File: src/rtl/pipe_reg_chain_pkg.sv
// rtl/pipe_reg_chain_pkg.sv - shared defaults and helpers for the register pipeline
//
// Purpose: holds the default data width and depth of the elastic register
// pipeline, and the occupancy-count width derivation used by the top level.
// Ports: none (package).

package pipe_reg_chain_pkg;

  localparam int PIPE_N_DEFAULT     = 16;
  localparam int PIPE_DEPTH_DEFAULT = 3;

  // Bits needed to hold an occupancy value in the range 0..depth inclusive.
  function automatic int count_width(input int depth);
    return $clog2(depth + 1);
  endfunction

endpackage

File: src/rtl/pipe_reg_chain_stage.sv
// rtl/pipe_reg_chain_stage.sv - one pipeline stage: N-bit data register plus valid bit
//
// Purpose: a single register stage of the elastic pipeline. Loads data and
// valid together when load is high, flushes to zero on clr, and clears
// asynchronously on rst.
// Ports:
//   clk   in   clock, rising edge
//   rst   in   asynchronous active-high reset
//   load  in   capture d/dv at the next edge
//   clr   in   synchronous flush, wins over load
//   d     in   N-bit data to capture
//   dv    in   valid bit to capture
//   q     out  registered data
//   qv    out  registered valid bit

module pipe_reg_chain_stage
  import pipe_reg_chain_pkg::*;
#(
  parameter int N = PIPE_N_DEFAULT
) (
  input  logic         clk,
  input  logic         rst,
  input  logic         load,
  input  logic         clr,
  input  logic [N-1:0] d,
  input  logic         dv,
  output logic [N-1:0] q,
  output logic         qv
);

  always_ff @(posedge clk or posedge rst) begin
    if (rst) begin
      q  <= '0;
      qv <= 1'b0;
    end else if (clr) begin
      q  <= '0;
      qv <= 1'b0;
    end else if (load) begin
      q  <= d;
      qv <= dv;
    end
  end

endmodule

File: src/rtl/pipe_reg_chain.sv
// rtl/pipe_reg_chain.sv - elastic register pipeline with valid/ready handshake
//
// Purpose: DEPTH register stages carrying N-bit words with per-stage valid
// bits. Flows at one word per cycle with fixed latency when the consumer is
// ready, stalls losslessly under backpressure, and collapses bubbles so empty
// stages fill even while the output is stalled. Keeps a registered count of
// valid stages.
// Ports:
//   clk        in   clock, rising edge
//   rst        in   asynchronous active-high reset
//   en         in   global enable; 0 freezes the chain and masks handshakes
//   clr        in   synchronous flush of every stage
//   in_data    in   upstream data
//   in_valid   in   upstream data valid
//   in_ready   out  chain accepts in_data this cycle
//   out_data   out  data from the last stage
//   out_valid  out  last stage holds valid data
//   out_ready  in   downstream accepts this cycle
//   count      out  number of valid stages, 0..DEPTH

module pipe_reg_chain
  import pipe_reg_chain_pkg::*;
#(
  parameter int   N     = PIPE_N_DEFAULT,
  parameter int   DEPTH = PIPE_DEPTH_DEFAULT,
  localparam int  CW    = count_width(DEPTH)
) (
  input  logic          clk,
  input  logic          rst,
  input  logic          en,
  input  logic          clr,
  input  logic [N-1:0]  in_data,
  input  logic          in_valid,
  output logic          in_ready,
  output logic [N-1:0]  out_data,
  output logic          out_valid,
  input  logic          out_ready,
  output logic [CW-1:0] count
);

  logic [DEPTH-1:0] vld;
  logic [N-1:0]     data [DEPTH];
  logic [DEPTH-1:0] rdy;
  logic             accept;
  logic             consume;
  logic [CW-1:0]    count_q;

  for (genvar i = 0; i < DEPTH; i++) begin : g_stage
    logic [N-1:0] d_in;
    logic         v_in;

    // A stage may load when the output drains or any stage from here to the
    // output is empty. Written as a reduction over the downstream valids
    // rather than a ripple through rdy[i+1], which is the same function.
    assign rdy[i] = out_ready | ~(&vld[DEPTH-1:i]);

    if (i == 0) begin : g_head
      assign d_in = in_data;
      assign v_in = in_valid;
    end else begin : g_body
      assign d_in = data[i-1];
      assign v_in = vld[i-1];
    end

    pipe_reg_chain_stage #(
      .N(N)
    ) u_stage (
      .clk  (clk),
      .rst  (rst),
      .load (en & rdy[i]),
      .clr  (clr),
      .d    (d_in),
      .dv   (v_in),
      .q    (data[i]),
      .qv   (vld[i])
    );
  end

  // rst appears here so upstream sees no acceptance while reset is held,
  // even between clock edges.
  assign in_ready  = en & ~clr & ~rst & rdy[0];
  assign out_valid = en & vld[DEPTH-1];
  assign out_data  = data[DEPTH-1];

  assign accept  = in_valid & in_ready;
  assign consume = out_valid & out_ready;

  // accept and consume are both zero while en is low, so the count holds
  // without an explicit enable term.
  always_ff @(posedge clk or posedge rst) begin
    if (rst) begin
      count_q <= '0;
    end else if (clr) begin
      count_q <= '0;
    end else begin
      count_q <= count_q + CW'(accept) - CW'(consume);
    end
  end

  assign count = count_q;

endmodule

File: config.mk
export PLATFORM = sky130hd
export DESIGN_NAME = pipe_reg_chain
export DESIGN_NICKNAME = d
export VERILOG_FILES = /design/src/rtl/pipe_reg_chain_pkg.sv /design/src/rtl/pipe_reg_chain_stage.sv /design/src/rtl/pipe_reg_chain.sv
export SDC_FILE = /design/constraint.sdc
export NUM_CORES = 1
export LEC_CHECK = 0
export BUFFER_PORTS_ARGS = -buffer_cell sky130_fd_sc_hd__buf_2
export CORE_MARGIN = 3
export CORE_UTILIZATION = 40
export CTS_BUF_LIST = sky130_fd_sc_hd__clkbuf_8 sky130_fd_sc_hd__clkbuf_16
export CTS_CLUSTER_SIZE = 28
export DETAILED_ROUTE_END_ITERATION = 16
export MAX_ROUTING_LAYER = met4
export SKIP_CTS_REPAIR_TIMING = 1
export SLEW_MARGIN = 30
export SYNTH_ARGS = -nofsm -noshare
export SYNTH_HDL_FRONTEND = slang
export SYNTH_SLANG_ARGS = --single-unit
File: constraint.sdc
create_clock -name clk -period 3.2 [get_ports clk]
set_input_delay 0.8 -clock clk [delete_from_list [all_inputs] [get_ports clk]]
set_output_delay 0.8 -clock clk [all_outputs]
set_load 0.02 [all_outputs]
== Word level (Yosys, flattened, before mapping) ==
Index checks and enable logic that the tools add are counted.

* $add $sub $neg: 2
* Bitwise operators: 17
* Muxes and demuxes: 13
* Reduce and logical (&&, ||, !) cells: 5

{| class="wikitable"
|+ Operator list
! cell !! count
|-
| $mux 16 || 6
|-
| $and 1x1->1 || 9
|-
| $mux 1 || 6
|-
| $reduce_bool 2->1 || 3
|-
| $not 1->1 || 5
|-
| $or 1x1->1 || 3
|-
| $reduce_and 3->1 || 1
|-
| $add 2x1->2 || 1
|-
| $mux 2 || 1
|-
| $reduce_and 2->1 || 1
|-
| $sub 2x1->2 || 1
|}

* Flip-flop bits (word level): 53
* Output and inout port bits: 20

== Longest topological paths before layout ==
Gate-level depths: netlist (run 1).

* Depth in word-level cells: 8
* Mapped depth: 11
* Depth with buffers taken out: 8

== Modules after synthesis ==
From an unflattened synthesis (run 1), not the netlist that was laid out.

* Cells, all modules: 188
* Area, all modules: 2287.2 sq um

{| class="wikitable"
|+ By module, submodules not included
! module !! area each (sq um) !! cells an instance !! seq. area each (sq um) !! times used
|-
| pipe_reg_chain_stage || 703.2 || 56 || 425.4 || 3
|-
| pipe_reg_chain || 177.7 || 20 || 50.0 || 1
|}

== Worst setup path after synthesis (run 1) ==
Ideal clock, no wire load.

* Path kind: input -> output
* Start point: input out_ready
* End point: output in_ready
* Slack: 0.734 ns
* Arrival: 1.666 ns
* Stages on the path: 6
* Required time: 2.400 ns
* Cell sequence: nor2b_2 > buf_6 > a31oi_2 > buf_6 > buf_12 > and2_1

* Word-level cells in the longest chain between the ends: 2

{| class="wikitable"
|+ Ends and longest elaborated chain
! what !! line !! RTL
|-
| start, declared || pipe_reg_chain.sv:37 || <nowiki>input logic out_ready,</nowiki>
|-
| $or 1x1->1 || pipe_reg_chain.sv:55 || <nowiki>assign rdy[i] = out_ready | ~(&vld[DEPTH-1:i]);</nowiki>
|-
| $and 1x1->1 || pipe_reg_chain.sv:81 || <nowiki>assign in_ready = en & ~clr & ~rst & rdy[0];</nowiki>
|-
| end, declared || pipe_reg_chain.sv:34 || <nowiki>output logic in_ready,</nowiki>
|}

No other way between the ends.

== Final worst setup path (run 1) ==
* Start point: input en
* End point: output in_ready

* Word-level cells in the longest chain between the ends: 3

{| class="wikitable"
|+ Ends and longest elaborated chain
! what !! line !! RTL
|-
| start, declared || pipe_reg_chain.sv:30 || <nowiki>input logic en,</nowiki>
|-
| $and 1x1->1 (3 in a row) || pipe_reg_chain.sv:81 ||
|}

No other way between the ends.

==> results of run 1 <==
## area by class of cell
| type | instances | share of cell area, % |
|---|---|---|
| Clock buffer | 6 | 2.932 |
| Multi-Input combinational cell | 154 | 36.96 |
| Inverter | 3 | 0.3998 |
| Tap cell | 75 | 3.332 |
| Timing Repair Buffer | 48 | 9.151 |
| Clock inverter | 1 | 0.1333 |
| Sequential cell | 53 | 47.09 |
## per-layer routing
metal	wire length, µm	GRT usage (%)	vias to the layer above
met2	2325	22.78	45
met3	232	2.913	7
li1	-	-	842
met5	0	-	-
met4	57	4.604	0
met1	2404	21.66	803
## worst max-delay path: cells and delay by family
family,cells,cell delay [ns]
simple gates,1,0.21
compound gates,1,0.43
buf+inv,3,0.39
## report_power, final
group,leakage [nW],total (mW),switching (mW),internal [mW]
logic,0.621,0.126,0.0744,0.0514
registers,0.723,0.703,0.0102,0.693
clock network,0.0485,0.378,0.209,0.169
total,1.39,1.21,0.293,0.913
## sequential cells by signal, summed over array words and instances, names as in the netlist
name and cells:
g_stage.u_stage.qv 3, g_stage.u_stage.q 48, count 2
## layout by cell type, fill, tap and decap left out
cell / synthesis / routed
and3_1: 1 / 1
buf_2: 1 / 41
or2b_1: 1 / 1
ha_1: 2 / 2
nand3b_1: 2 / 2
a31oi_2: 1 / 1
a21oi_1: 17 / 17
xnor2_1: 1 / 1
nand2b_1: 49 / 49
a21boi_0: 1 / 1
nor2b_2: 1 / 1
dfrtp_1: 53 / 53
nand3_1: 18 / 18
clkbuf_8: 0 / 6
nand2_1: 1 / 1
mux2i_1: 32 / 32
inv_1: 2 / 2
and2_1: 2 / 2
buf_4: 0 / 7
nor2b_1: 1 / 1
a31oi_1: 1 / 1
o21ai_0: 18 / 18
nor2_1: 3 / 3
inv_2: 1 / 2
a21oi_2: 1 / 1
xor2_1: 1 / 1
## path summary, 6_finish.rpt
kind                                                 startpoint                                    to  slack, ns  cells after the start
max                                                          en                              in_ready       0.56                      5
max in group asynchronous                                   rst  g_stage[0].u_stage.q[13]$_DFFE_PP0P_       2.05                      3
max reg2reg                   g_stage[2].u_stage.qv$_DFFE_PP0P_                    count[1]$_DFF_PP0_       1.18                      8
min in group asynchronous                                   rst   g_stage[2].u_stage.q[3]$_DFFE_PP0P_       0.69                      3
min reg2reg                g_stage[1].u_stage.q[13]$_DFFE_PP0P_  g_stage[2].u_stage.q[13]$_DFFE_PP0P_       0.53                      2
min                        g_stage[1].u_stage.q[13]$_DFFE_PP0P_  g_stage[2].u_stage.q[13]$_DFFE_PP0P_       0.53                      2
## cells by family after synthesis
group                      after synthesis  synth area share, %
buffers and inverters                   21                4.781
xor gates and xnor gates                 2               0.7047
AOI/OAI and AO/OA                       39                8.455
muxes                                   32                12.88
adders and majority gates                2                1.006
and+or+nand+nor                         79                18.82
DFF                                     53                53.35
## stage by stage
step                power, mW  cells  utilization (%)  instance area [µm²]  hold slack [ns]
floorplan              0.8054    228                -                 2486           0.5093
global placement       0.8438    333            45.84                 2730           0.5193
detailed placement     0.8447    333            45.84                 2730           0.5217
CTS                     1.224    340            47.29                 2816           0.5361
global route            1.268    340            47.29                 2816           0.5540
finish                  1.207    340            47.29                 2816           0.5322
==> flow_metrics.env, run 1 <==
export IMPL_grt_max_degree=71
export IMPL_synth_seq_cells=53
export IMPL_cap_violations=0
export IMPL_cpMostUsedCell="buf_2"
export IMPL_numCtsBuffers=5
export IMPL_setup_violations_final=0
export IMPL_drv_slew=0
export IMPL_fin_setup_tns_ns=0
export IMPL_synth_seq_area_share_pct=53.35
export IMPL_synth_top_area_share_pct=53.35
export IMPL_nets=289
export IMPL_max_freq_mhz=378.7
export IMPL_wl_mm=5.019
export IMPL_io_buffers=41
export IMPL_antenna_found_initial=0
export IMPL_synth_area_mm2=0.002486
export IMPL_cp_end_kind="output port"
export IMPL_worstMarginPinSlew_ns=0.6823
export IMPL_place_gp_congestion=0.7315
export IMPL_dp_slack_ns=0.5723
export IMPL_viasPerCell=4.991
export IMPL_async_flop_share_pct=100.0
export IMPL_crit_chain="buf_2 > inv_2 > a31oi_2 > and2_1 > buf_2"
export IMPL_layout_setup_ws_ns=0.5596
export IMPL_outcome="finished clean"
export IMPL_synth_top_cell_by_area="dfrtp_1"
export IMPL_critPathMaxFanout=19
export IMPL_synthTopCellsByCount="dfrtp_1, nand2b_1, mux2i_1"
export IMPL_leakage_nw=1.393
export IMPL_rsz0062_at_grt="false"
export IMPL_drt_antenna_violating_nets=0
export IMPL_grtUsageTotal_pct=15.39
export IMPL_area_delta_synth_final_pct=13.29
export IMPL_wire_per_inst_um=14.76
export IMPL_seq_area_mm2=0.001326
export IMPL_finClkSkew_ns=0.003827
export IMPL_cts_root_buf="clkbuf_8"
export IMPL_synth_edff_count=0
export IMPL_startpoint_type="input pin"
export IMPL_powerDensity_mw_per_mm2=428.5
export IMPL_irDropWorstVdd_v=0.0001705
export IMPL_synthDistinctLibCells=27
export IMPL_multi_input_area_mm2=0.001041
export IMPL_finalHoldViolations=0
export IMPL_cp_slowest_cell="a31oi_2"
export IMPL_rows=28
export IMPL_cts_sinks=53
export IMPL_diodes=0
export IMPL_die_w_um=84.84
export IMPL_die_area_mm2=0.007197
export IMPL_synthMostInstantiatedCell="dfrtp_1"
export IMPL_top_level_ports=42
export IMPL_grt_first_pass_wirelength_mm=8.535
export IMPL_required_ns=2.40
export IMPL_final_layout_size_suffix_gt1_share_pct=22.26
export IMPL_fillers=587
export IMPL_grt_pass1_vias=1687
export IMPL_cts_tree="built"
export IMPL_design_core_area_mm2=0.005956
export IMPL_drc=0
export IMPL_crit_type="input pin to output port"
export IMPL_synth_area_top_cells="dfrtp_1, mux2i_1, nand2b_1"
export IMPL_critPathMaxStageDelay_ns=0.43
export IMPL_postSynthAreaPerCell_um2=10.90
export IMPL_ctsHtreeMaxLevel=2
export IMPL_cts_buffer_depth=2
export IMPL_dieHeight_um=84.84
export IMPL_synth_flop_cell="dfrtp_1"
export IMPL_slew_headroom_pct=54.51
export IMPL_path_clk_slew_ns=0.09
export IMPL_drtIter0Drc=131
export IMPL_synthesis_nets=252
export IMPL_gr_total_overflow=0
export IMPL_hp_class="flop to flop"
export IMPL_fin_crit_sh_pct=82.51
export IMPL_fin_crit_ns=2.640
export IMPL_dr_pass1_iters=4
export IMPL_start_util_pct=41.74
export IMPL_clk_latency_ns=0.30
export IMPL_hpwl_mm=3.181
export IMPL_dr_total_vias=1697
export IMPL_yosys_warnings=0
export IMPL_synth_cells=228
export IMPL_cp_arrival_ns=1.84
Power figures use the tool's default switching activity.
==> run 2: changes to the inputs <==
==> constraint.sdc (replaced) <==
create_clock -name clk -period 2.55 [get_ports clk]
set_input_delay 0.6375 -clock clk [delete_from_list [all_inputs] [get_ports clk]]
set_output_delay 0.6375 -clock clk [all_outputs]
set_load 0.02 [all_outputs]
==> run 2 against run 1 <==
Net effect: final area grew 2.4%; routed wire length grew 0.66%; worst setup slack lost 0.14 ns; cell count grew 0.59%; hold slack lost 0.17 ns; register-to-register slack lost 0.42 ns; first-iteration DRC count shrank 40%; count of clock-buffer cells in the layout shrank 1; combinational power grew 28%; core utilization grew 1.1 points; clock power grew 76%; critical path depth shrank 1.
==> flow_metrics.env, run 2 (synthesis results as in run 1) <==
export IMPL_grt_pass1_vias=1711
export IMPL_fin_setup_tns_ns=0
export IMPL_antenna_found_initial=0
export IMPL_diodes=0
export IMPL_hp_class="input pin to asynchronous set/reset pin"
export IMPL_path_clk_slew_ns=0.10
export IMPL_dieHeight_um=84.84
export IMPL_dr_pass1_iters=4
export IMPL_outcome="finished clean"
export IMPL_cts_sinks=53
export IMPL_grtUsageMet1_pct=22.03
export IMPL_viasPerCell=4.965
export IMPL_multi_input_area_mm2=0.001041
export IMPL_fin_crit_ns=2.134
export IMPL_io_buffers=41
export IMPL_busiest_layer="met2"
export IMPL_wire_per_inst_um=14.77
export IMPL_rows=28
export IMPL_irDropWorstVdd_v=0.0002830
export IMPL_grtUsageMet2_pct=22.78
export IMPL_drv_slew=0
export IMPL_finClkSkew_ns=0.004907
export IMPL_rsz0062_at_grt="false"
export IMPL_hpwl_mm=3.267
export IMPL_critPathMaxStageDelay_ns=0.43
export IMPL_layout_setup_ws_ns=0.4155
export IMPL_seq_area_mm2=0.001326
export IMPL_wl_mm=5.052
export IMPL_drc=0
export IMPL_die_w_um=84.84
export IMPL_path_buf_inv=1
export IMPL_startpoint_type="flop"
export IMPL_start_util_pct=41.74
export IMPL_finalHoldViolations=0
export IMPL_nets=290
export IMPL_drt_antenna_violating_nets=0
export IMPL_cap_violations=0
export IMPL_slew_headroom_pct=57.10
export IMPL_area_delta_synth_final_pct=16.00
export IMPL_final_layout_size_suffix_gt1_share_pct=23.22
export IMPL_top_level_ports=42
export IMPL_worst_hold_slack_ns=0.3649
export IMPL_cp_end_kind="output port"
export IMPL_critPathMaxFanout=6
export IMPL_clk_latency_ns=0.30
export IMPL_max_freq_mhz=468.5
export IMPL_largest_reg_flops=48
export IMPL_fillers=579
export IMPL_use_met3_pct=3.495
export IMPL_gr_total_overflow=0
export IMPL_cts_buffer_depth=2
export IMPL_drtIter0Drc=78
export IMPL_grt_first_pass_wirelength_mm=8.652
export IMPL_cp_top_family="flip-flops"
export IMPL_leakage_nw=1.422
export IMPL_ctsHtreeMaxLevel=2
export IMPL_cp_slowest_cell="dfrtp_1"
export IMPL_grt_max_degree=71
export IMPL_grtUsageTotal_pct=15.53
export IMPL_fin_crit_sh_pct=83.71
export IMPL_dr_total_vias=1698
export IMPL_powerDensity_mw_per_mm2=592.8
export IMPL_top_register="g_stage.u_stage.q"
export IMPL_cts_tree="built"
export IMPL_cts_root_buf="clkbuf_8"
export IMPL_dp_slack_ns=0.4525
export IMPL_crit_type="flop to output port"
export IMPL_place_area_mm2=0.002750
export IMPL_design_core_area_mm2=0.005956
export IMPL_final_area_mm2=0.002884
export IMPL_layout_common_cells="dfrtp_1, nand2b_1, buf_2"
export IMPL_crit_chain="nor2b_2 > a31oi_2 > and2_1 > buf_2"
export IMPL_numCtsBuffers=5
export IMPL_place_gp_congestion=0.7083
export IMPL_setup_violations_final=0
export IMPL_layout_commonest_cell="dfrtp_1"
export IMPL_required_ns=1.91
export IMPL_worstMarginPinSlew_ns=0.6435
export IMPL_die_area_mm2=0.007197
export IMPL_cp_arrival_ns=1.50
## run 2: changes by cell type in the layout (fill, tap and decap cells not counted), sizes merged
cell / change
clkinv: +1
buf: +1
bufinv: +2
inv: -1
clkbuf: -1
## run 2: path summary, 6_finish.rpt
kind	depth (start not counted)	end	slack, ns	from
worst max-delay path	4	in_ready	0.42	g_stage[2].u_stage.qv$_DFFE_PP0P_
worst min-delay path	2	g_stage[2].u_stage.q[3]$_DFFE_PP0P_	0.36	rst
worst max register to register	8	count[1]$_DFF_PP0_	0.76	g_stage[2].u_stage.qv$_DFFE_PP0P_
worst min register to register	2	g_stage[2].u_stage.q[8]$_DFFE_PP0P_	0.53	g_stage[1].u_stage.q[8]$_DFFE_PP0P_
max in group asynchronous	3	g_stage[0].u_stage.q[11]$_DFFE_PP0P_	1.64	rst
min in group clk	2	g_stage[2].u_stage.q[8]$_DFFE_PP0P_	0.53	g_stage[1].u_stage.q[8]$_DFFE_PP0P_
## run 2: cell type report
type	instances	share of cell area, %
well taps	75	3.254
flip-flops and latches	53	45.99
multi-input cells	154	36.10
clock inverters	3	2.256
inverters	3	0.3905
clock buffers	5	2.386
repair buffers	49	9.631
## run 2: per-layer routing
metal	vias to the layer above	share of wire (%)
li1	844	-
met1	815	48
met2	33	47
met3	6	3.8
met4	0	1.2
met5	-	0
## run 2: power by group
group	total (mW)	internal, mW	switching [mW]
Sequential	0.882	0.870	0.0129
Combinational	0.161	0.0676	0.0938
Clock	0.666	0.390	0.276
## run 2: per-stage QoR
step,power (mW),instances,util (%)
after floorplan,1.011,228,-
after global routing,1.788,342,48.42
final,1.710,342,48.42
after detailed placement,1.064,334,46.18
after global placement,1.062,334,46.18
after CTS,1.729,342,48.42
